<file path="src/rtl/genclk_return_capture.sv">
// Divide-by-DIV clock generator with a slow-to-fast return capture into a 2-entry FIFO.
// Define GENCLK_RETURN_COUNT_EN to add the saturating cap_count output.
module genclk_return_capture #(
    parameter int DIV   = 4,
    parameter int WIDTH = 8
) (
    input  logic                   clk,
    input  logic                   rst_n,
    input  logic                   en,
    output logic                   div_clk,
    input  logic [WIDTH-1:0]       slow_data,
    input  logic                   slow_valid,
    output logic [WIDTH-1:0]       out_data,
    output logic                   out_valid,
    input  logic                   out_ready,
    output logic                   overflow,
`ifdef GENCLK_RETURN_COUNT_EN
    output logic [15:0]            cap_count,
`endif
    output logic [$clog2(DIV)-1:0] phase
);

    localparam int PW = $clog2(DIV);
    localparam logic [PW-1:0] LAST   = PW'(DIV - 1);
    localparam logic [PW-1:0] HALF   = PW'(DIV / 2);
    localparam logic [PW-1:0] STROBE = PW'(DIV / 2 - 1);

    logic [PW-1:0]    next_phase;
    logic [WIDTH-1:0] tail;
    logic [1:0]       count;
    logic             cap;
    logic             pop;
    logic             push_ok;

    always_comb begin
        next_phase = (phase == LAST) ? '0 : phase + 1'b1;
    end

    // Strobe in the last fast cycle before div_clk rises: slow data is settled.
    assign cap       = en && (phase == STROBE) && slow_valid;
    assign out_valid = (count != 2'd0);
    assign pop       = out_valid && out_ready;
    assign push_ok   = cap && ((count != 2'd2) || pop);

    always_ff @(posedge clk or negedge rst_n) begin
        if (!rst_n) begin
            phase   <= '0;
            div_clk <= 1'b0;
        end else if (en) begin
            phase   <= next_phase;
            div_clk <= (next_phase >= HALF);
        end
    end

    always_ff @(posedge clk or negedge rst_n) begin
        if (!rst_n) begin
            out_data <= '0;
            tail     <= '0;
            count    <= 2'd0;
            overflow <= 1'b0;
        end else begin
            case ({push_ok, pop})
                2'b10: begin
                    if (count == 2'd0) out_data <= slow_data;
                    else               tail     <= slow_data;
                    count <= count + 2'd1;
                end
                2'b01: begin
                    out_data <= tail;
                    count    <= count - 2'd1;
                end
                2'b11: begin
                    // Count stays; the new word lands behind whatever survives the pop.
                    if (count == 2'd1) begin
                        out_data <= slow_data;
                    end else begin
                        out_data <= tail;
                        tail     <= slow_data;
                    end
                end
                default: ;
            endcase
            if (cap && !push_ok) overflow <= 1'b1;
        end
    end

`ifdef GENCLK_RETURN_COUNT_EN
    always_ff @(posedge clk or negedge rst_n) begin
        if (!rst_n) begin
            cap_count <= 16'd0;
        end else if (push_ok && (cap_count != 16'hFFFF)) begin
            cap_count <= cap_count + 16'd1;
        end
    end
`endif

endmodule

</file>
<file path="config.mk">
export PLATFORM = sky130hd
export DESIGN_NAME = genclk_return_capture
export DESIGN_NICKNAME = d
export VERILOG_FILES = /design/src/rtl/genclk_return_capture.sv
export SDC_FILE = /design/constraint.sdc
export NUM_CORES = 1
export LEC_CHECK = 0
export CAP_MARGIN = 15
export CORE_MARGIN = 5
export CORE_UTILIZATION = 51
export CTS_CLUSTER_DIAMETER = 80
export CTS_CLUSTER_SIZE = 12
export DETAILED_ROUTE_END_ITERATION = 7
export HOLD_SLACK_MARGIN = 0.08
export PLACE_DENSITY = 0.82
export RECOVER_POWER = 100
export SYNTH_ARGS = -nofsm -noshare
export SYNTH_HDL_FRONTEND = slang
export SYNTH_SLANG_ARGS = --single-unit
</file>
<file path="constraint.sdc">
create_clock -name clk -period 5.4 [get_ports clk]
set_clock_uncertainty 0.15 [all_clocks]
set_input_delay 1.08 -clock clk [delete_from_list [all_inputs] [get_ports clk]]
set_output_delay 1.08 -clock clk [all_outputs]
set_load 0.01 [all_outputs]
</file>
**Word-level counts from Yosys, hierarchy flattened**

Index checks and enable logic that the tools add are counted.

- Register bits: 22
- Output and inout port bits: 13
- Logic and storage cells: 42

- $add $sub $neg: 3
- Order comparisons: 1
- Eq/ne operators: 10
- Muxes and demuxes: 8
- Reduce and logical (&&, ||, !) cells: 14

Operators by type and width:

| kind | number |
|---|---|
| 2-to-1 mux 8 bit | 4 |
| case mux 8 bit (3 select lines) | 1 |
| case mux 8 bit (2 select lines) | 1 |
| inequality test 2 bit (second input constant) | 4 |
| equality test 2 x 1 -> 1 bit (second input constant) | 3 |
| equality test 2 bit (second input constant) | 3 |
| nonzero test 2 bit | 3 |
| logical AND 1 bit | 5 |
| adder 2 x 1 -> 2 bit (second input constant) | 2 |
| case mux 2 bit (2 select lines) | 1 |
| AND reduction 3 bit | 1 |
| nonzero test 3 bit | 1 |
| >= comparator 2 bit (second input constant) | 1 |
| logical NOT 2 bit | 1 |
| 2-to-1 mux 2 bit | 1 |
| AND reduction 2 bit | 1 |
| subtractor 2 x 1 -> 2 bit (second input constant) | 1 |
| logical NOT 1 bit | 1 |
| logical OR 1 bit | 1 |

**Logic depth before layout (Yosys ltp)**

Gate-level depths: netlist (run 1).

- Depth in word-level cells: 7
- Mapped depth: 5
- Mapped depth without buffers: 5

**Worst setup path before layout (run 1)**

Ideal clock, no wire load.

- Path kind: input-to-reg
- Start: in slow_valid
- End: reg tail[0]
- Setup time: 0.080 ns
- Arrival: 2.060 ns
- Path slack: 3.110 ns
- Cell stages on the path: 3
- Cell sequence: nand3_2 > a2111oi_4 > mux2i_1

- Longest elaborated chain between the ends: 5

RTL lines:

| item | line | text |
|---|---|---|
| from (decl) | 12 | `input logic slow_valid,` |
| logical AND 1 bit (*) | 40 | `assign cap = en && (phase == STROBE) && slow_valid;` |
| logical AND 1 bit (*) | 43 | `assign push_ok = cap && ((count != 2'd2) \|\| pop);` |
| equality test 2 bit | 62 | `case ({push_ok, pop})` |
| inequality test 2 bit (no line) / nonzero test 2 bit (equally long branches) | -- |  |
| AND reduction 3 bit (no line) | -- |  |
| to (signal assigned) | 65 | `else tail <= slow_data;` |
| to (signal assigned) | 78 | `tail <= slow_data;` |
| to (decl) | 29 | `logic [WIDTH-1:0] tail;` |

Mark *: on every way between the ends. The rest lies on a longest branch, timed or not.
A chain may end at the register's enable or synchronous reset.

**Worst setup path in the final report (run 1)**

- Start: in en
- End: reg tail[1]

- Longest elaborated chain between the ends: 6

RTL lines:

| item | line | text |
|---|---|---|
| from (decl) | 9 | `input logic en,` |
| logical AND 1 bit (*) (2 in a row) | 40 |  |
| logical AND 1 bit (*) | 43 |  |
| equality test 2 bit | 62 |  |
| inequality test 2 bit (no line) / nonzero test 2 bit (equally long branches) | -- |  |
| AND reduction 3 bit (no line) | -- |  |

Marks and branches as above.

==> results of run 1 <==
state kept, by name, summed over array words and instances (netlist names):
signal    flops
out_data      8
overflow      1
count         2
phase         1
div_clk       1
tail          8
worst reg2reg max path: cells and delay by family (launching register included):
kind                       cells  cell delay, ns
muxes                          1            0.24
AOI/OAI and AO/OA              1            1.69
buffers and inverters          1            0.09
adders and majority gates      1            0.26
DFF                            1            0.39
and+or+nand+nor                1            0.15
kinds of logic after synthesis:
kind of cell             Yosys count  share of synthesized area
AO/OA/AOI/OAI                     13                      0.128
adder cells (fa/ha/maj)            5                     0.0600
AND/OR/NAND/NOR                    8                     0.0540
buffers and inverters             29                      0.108
XOR/XNOR                           1                    0.00840
multiplexers                      14                      0.137
flip-flops                        21                      0.504
cells in the final DEF (no fill, tap or decap):
| master | synthesis | routed |
|---|---|---|
| inv_1 | 28 | 28 |
| dfrtp_1 | 21 | 21 |
| dlygate4sd3_1 | 0 | 15 |
| mux2i_1 | 12 | 12 |
| clkdlybuf4s50_1 | 0 | 10 |
| a222oi_1 | 8 | 8 |
| ha_1 | 5 | 5 |
| clkbuf_4 | 0 | 3 |
| nand2b_1 | 2 | 2 |
| a21oi_1 | 2 | 2 |
| mux2_2 | 2 | 2 |
| nand3b_1 | 1 | 1 |
| nand3_1 | 0 | 1 |
| nand4b_1 | 1 | 1 |
| o21a_1 | 1 | 1 |
| and3_2 | 1 | 1 |
| a31o_2 | 1 | 1 |
| nor2b_1 | 1 | 1 |
| a2111oi_1 | 0 | 1 |
| xnor2_1 | 1 | 1 |
| nor2_1 | 1 | 1 |
| clkinv_2 | 0 | 1 |
path summary, 6_finish.rpt:
| kind | start | end | slack (ns) | cells past startpoint |
|---|---|---|---|---|
| setup / recovery | en | tail[1] | 1.48 | 4 |
| hold / removal | overflow | overflow | 0.36 | 1 |
| setup reg to reg | count[0] | tail[1] | 2.25 | 5 |
| hold reg to reg | overflow | overflow | 0.36 | 1 |
| max in group asynchronous | rst_n | out_data[5] | 3.33 | 1 |
| min in group asynchronous | rst_n | div_clk | 1.21 | 1 |
power by group through the flow:
stage | registers (W) | clock network (W) | logic, W
after floorplan | 0.000283 | 0 | 0.000183
after global placement | 0.000268 | 0 | 0.000324
after detailed placement | 0.000271 | 0 | 0.000339
after CTS | 0.000267 | 0.0000757 | 0.000340
after global routing | 0.000273 | 0.0000808 | 0.000349
final | 0.000265 | 0.0000725 | 0.000312
metrics by stage:
step                instances  utilization  setup slack (ns)  hold slack (ns)
floorplan                  91            -              3.11            0.336
global placement          142        0.672              2.40            0.304
detailed placement        142        0.672              2.34            0.346
CTS                       146        0.686              2.47            0.370
global route              146        0.675              1.26            0.382
finish                    146        0.675              1.48            0.360
cell type report:
class	instances	area (µm²)	area share
multi-input combinational	41	382	0.288
inverter	28	105	0.0794
sequential	21	526	0.397
clock buffer	3	22.5	0.0170
clock inverter	1	5.00	0.00378
tap	27	33.8	0.0255
timing repair buffer	25	250	0.189
layer usage:
layer	wire (µm)	part of all wire
met3	69	0.033
met4	0	0
met1	925	0.45
met2	1070	0.52
met5	0	0
==> run_results.csv, run 1 <==
group,metric,value,unit
cts,worst_skew_pair.late_latency,0.29,ns
die,start_util,0.531,
die,ios,26,
placed_design,place_congestion,0.765,
timing,hold_violations,0,
drt,drt_iter0_markers,35,
power,clockPowerShare,0.112,
yosys,syn_inst,91,
timing,worst_slew_pin_slew,2.13,ns
min_path,hold_class,"flop to flop",
power,irDropWorstVdd,0.000319,V
yosys,synth_largest_area_cell,"dfrtp_1",
power,power.share.combinational,0.480,
placed_design,placed_cell_area,1320,µm²
timing,report.final.setup_viol,0,
timing,maxSlewViolCount,9,
power,switching_share,0.361,
timing,fin_tns_setup,0,ns
timing,period_needed,3.92,ns
global_routing,use_met3,0.0326,
global_routing,antenna_found_initial,0,
yosys,synthesis.area,1040,µm²
power,p_seq_frac,0.408,
worst_setup_path,path_class,"input port to flop",
status,failed_checks,"max-capacitance violations, max-slew violations",
global_routing,grt_pass1_wl,3450,µm
power,leakage,0.651,nW
worst_setup_path,slowest_delay,1.76,ns
cts,cts_repair_resize_count,0,
drt,firstDrtPassIters,6,
final_layout,fillers,176,
cts,cts_root_buf,"clkbuf_4",
timing,fin_crit_sh,0.725,
timing,rsz0062_at_grt,"false",
cts,cts_hold_buf,0,
die,dieWidth,55.2,µm
final_layout,drive_gt1_frac,0.0672,
die,fp-row-count,16,
global_routing,grt_pass1_vias,767,
drt,drt-total-wl,2060,µm
final_layout,final_nets,138,
placed_design,io_buffers,25,
yosys,syn-num-nets,109,
global_routing,gr-usage-met2,0.248,
global_routing,use_met1,0.165,
final_layout,n_antenna_cell,0,
drt,num_vias,726,
global_routing,overflow,0,
worst_setup_path,crit_fanout,8,
worst_setup_path,worstSetupStartpointType,"input port",
worst_setup_path,cp_top_family,"compound AO/OA/AOI/OAI gates",
power,p_switching,0.000234,W
yosys,synth_edf_count,0,
worst_setup_path,required,5.35,ns
global_routing,grt_usage,0.140,
die,dieArea,3050,µm²
yosys,yosys_warnings,0,
cts,clock_path_buffers,2,
drt,ant_nets,0,
yosys,synthDistinctLibCells,19,
yosys,synth-seq-cells,21,
power,power_density,490,nW/µm²
cts,clk_pin_slew,0.11,ns
cts,cts.sinks,21,
placed_design,dpl.hpwl,1600,µm
power,p_total,0.000649,W
die,core,1960,µm²
cts,cts_made_buffers,3,
global_routing,grt_most_used_layer,"met2",
worst_setup_path,arrival,3.87,ns
final_layout,fin_area,1320,µm²
yosys,synth_top_area_frac,0.504,
drt,vias_per_cell,4.97,
worst_setup_path,crit_buf_inv,1,
cts,ctsHtreeMaxLevel,1,
yosys,synth_common_cells,"inv_1, dfrtp_1, mux2i_1, a222oi_1, ha_1",
status,status,"finished, violations left",
die,die_h,55.2,µm
final_layout,syn2layout_area_growth,27.0,%
worst_setup_path,cp_cell_sequence,"dlygate4sd3_1 -> nand3_1 -> a2111oi_1 -> mux2i_1",
yosys,synthesis.area_per_instance,11.5,µm²
cts,cts_setup_buffers,0,
timing,fmax,255,MHz
timing,slew_headroom,-0.426,
drt,drc_errors,0,
yosys,ys.flop_type,"dfrtp_1",
flow_run,drv_cap,1,
yosys,synthTopCellsByArea,"dfrtp_1, mux2i_1, inv_1, a222oi_1, ha_1",
yosys,yosysMostFrequentCell,"inv_1",
drt,avgRoutedWirePerCell,14.1,µm
worst_setup_path,end_kind,"flop",
cts,cts_tree,"built",
power,p_int,0.000415,W
global_routing,grt_max_degree,22,
yosys,ys_seq_area_frac,0.504,
yosys,async_flop_share,1.00,
worst_setup_path,crit_path_top_delay_cell,"a2111oi_1",
Power figures use the tool's default switching activity.
==> run 2, diff against run 1 <==
--- a/config.mk
+++ b/config.mk
@@ -7,12 +7,12 @@
 export LEC_CHECK = 0
 export CAP_MARGIN = 15
 export CORE_MARGIN = 5
-export CORE_UTILIZATION = 51
+export CORE_UTILIZATION = 47
 export CTS_CLUSTER_DIAMETER = 80
 export CTS_CLUSTER_SIZE = 12
 export DETAILED_ROUTE_END_ITERATION = 7
 export HOLD_SLACK_MARGIN = 0.08
-export PLACE_DENSITY = 0.82
+export PLACE_DENSITY = 0.77
 export RECOVER_POWER = 100
 export SYNTH_ARGS = -nofsm -noshare
 export SYNTH_HDL_FRONTEND = slang
==> constraint.sdc (replaced) <==
create_clock -name clk -period 3.65 [get_ports clk]
set_clock_uncertainty 0.15 [all_clocks]
set_input_delay 0.73 -clock clk [delete_from_list [all_inputs] [get_ports clk]]
set_output_delay 0.73 -clock clk [all_outputs]
set_load 0.01 [all_outputs]
==> run 2 against run 1 <==
  * The flow now finishes without violations
  * Worst setup slack worse by 0.69 ns
  * Via count rose by 3.7%
  * First-iteration DRC count is 5.7% lower
  * Clock power grew 54%
  * Largest power group unchanged
==> run_results.csv, run 2 (same netlist as run 1, synthesis figures left out) <==
group,metric,value,unit
status,status,"complete, no violations",
timing,fin_tns_setup,0,ns
placed_design,place_congestion,0.701,
cts,worst_skew_pair.late_latency,0.29,ns
die,dieArea,3260,µm²
global_routing,grt_pass1_vias,792,
timing,rsz0062_at_grt,"false",
timing,fin_crit_sh,0.782,
cts,cts_tree,"built",
drt,drt_iter0_markers,33,
global_routing,grt_pass1_wl,3550,µm
global_routing,grt_most_used_layer,"met2",
final_layout,drive_gt1_frac,0.0756,
final_layout,final_common_cell,"inv_1",
worst_setup_path,required,3.73,ns
cts,cts.sinks,21,
final_layout,n_antenna_cell,0,
die,die_h,57.1,µm
timing,worst_slew_pin_slew,1.23,ns
power,leakage,0.652,nW
worst_setup_path,worstSetupStartpointType,"input port",
cts,cts_setup_buffers,0,
timing,hold_violations,0,
placed_design,io_buffers,25,
cts,cts_hold_buf,0,
worst_setup_path,regToRegSetupSlack,1.23,ns
cts,cts_root_buf,"clkbuf_4",
final_layout,layout_common_cells,"inv_1, dfrtp_1, dlygate4sd3_1",
timing,report.final.setup_viol,0,
global_routing,gr-usage-met2,0.241,
worst_setup_path,path_class,"input port to flop",
global_routing,grt_max_degree,22,
worst_setup_path,arrival,2.94,ns
global_routing,overflow,0,
timing,fmax,350,MHz
worst_setup_path,reg2reg_depth,5,
power,irDropWorstVdd,0.000370,V
cts,cts_made_buffers,3,
die,start_util,0.480,
flow_run,drv_cap,0,
worst_setup_path,r2r-start,"div_clk",
die,fp-row-count,17,
final_layout,fin_area,1330,µm²
worst_setup_path,crit_fanout,8,
min_path,hold_class,"flop to flop",
final_layout,fillers,187,
timing,maxSlewViolCount,0,
placed_design,dpl.hpwl,1490,µm
global_routing,use_met3,0.0226,
global_routing,antenna_found_initial,0,
drt,avgRoutedWirePerCell,13.5,µm
global_routing,grt_usage,0.137,
power,power_density,720,nW/µm²
die,dieWidth,57.1,µm
final_layout,syn2layout_area_growth,27.6,%
timing,slew_headroom,0.179,
final_layout,final_nets,138,
worst_setup_path,crit_start,"en",
global_routing,use_met1,0.177,
worst_setup_path,crit_end,"tail[0]",
cts,clock_path_buffers,2,
drt,drc_errors,0,
placed_design,placed_cell_area,1320,µm²
drt,ant_nets,0,
cts,ctsHtreeMaxLevel,1,
die,core,2170,µm²
drt,num_vias,753,
worst_setup_path,end_kind,"flop",
timing,period_needed,2.85,ns
worst_setup_path,r2r_end,"tail[0]",
drt,vias_per_cell,5.12,
die,ios,26,
drt,firstDrtPassIters,7,
final_layout,largestRegisters,"out_data: 8 flops, tail: 8 flops, count: 2 flops",
drt,drt-total-wl,1990,µm
cts,cts_repair_resize_count,0,
cts,clk_pin_slew,0.12,ns
## run 2: worst min path at each step
| stage | start | end | slack [ns] | cells past startpoint |
|---|---|---|---|---|
| after floorplan | rst_n | count[0] | 0.28 | 0 |
| after global placement | overflow | overflow | 0.30 | 1 |
| after detailed placement | overflow | overflow | 0.32 | 1 |
| after CTS | overflow | overflow | 0.34 | 1 |
| after global routing | overflow | overflow | 0.36 | 1 |
| final | overflow | overflow | 0.33 | 1 |
## run 2: final cells by class
class                      count  area (µm²)  share of cell area
timing repair buffer          25         250               0.188
sequential                    21         526               0.395
inverter                      28         105              0.0790
multi-input combinational     41         387               0.291
tap                           28        35.0              0.0263
clock inverter                 1        5.00             0.00376
clock buffer                   3        22.5              0.0169
## run 2: critical path: stages
cell and delay [ns]:
dlygate4sd3_1 0.63, nand3_1 0.18, a2111oi_2 1.10, mux2i_1 0.29
## run 2: power by group
part	leakage, nW	switching, W	total, W	internal [W]
Sequential	0.230	0.0000496	0.000391	0.000341
Clock	0.0177	0.0000712	0.000112	0.0000408
Combinational	0.404	0.000224	0.000455	0.000231
## run 2: metal layers
metal	wire (µm)	up-vias
met2	1040	15
li1	-	364
met3	69	0
met5	0	-
met4	0	0
met1	884	374
## run 2: per-stage QoR
stage          worst slack [ns]   util  total power (W)  hold WS, ns  instances
6_report                  0.797  0.613         0.000957        0.333        147
5_1_grt                   0.579  0.613          0.00105        0.357        147
4_1_cts                    1.08  0.621          0.00101        0.344        147
3_5_place_dp              0.917  0.608         0.000896        0.316        143
3_3_place_gp              0.982  0.608         0.000872        0.303        143
2_1_floorplan              1.71      -         0.000690        0.284         91
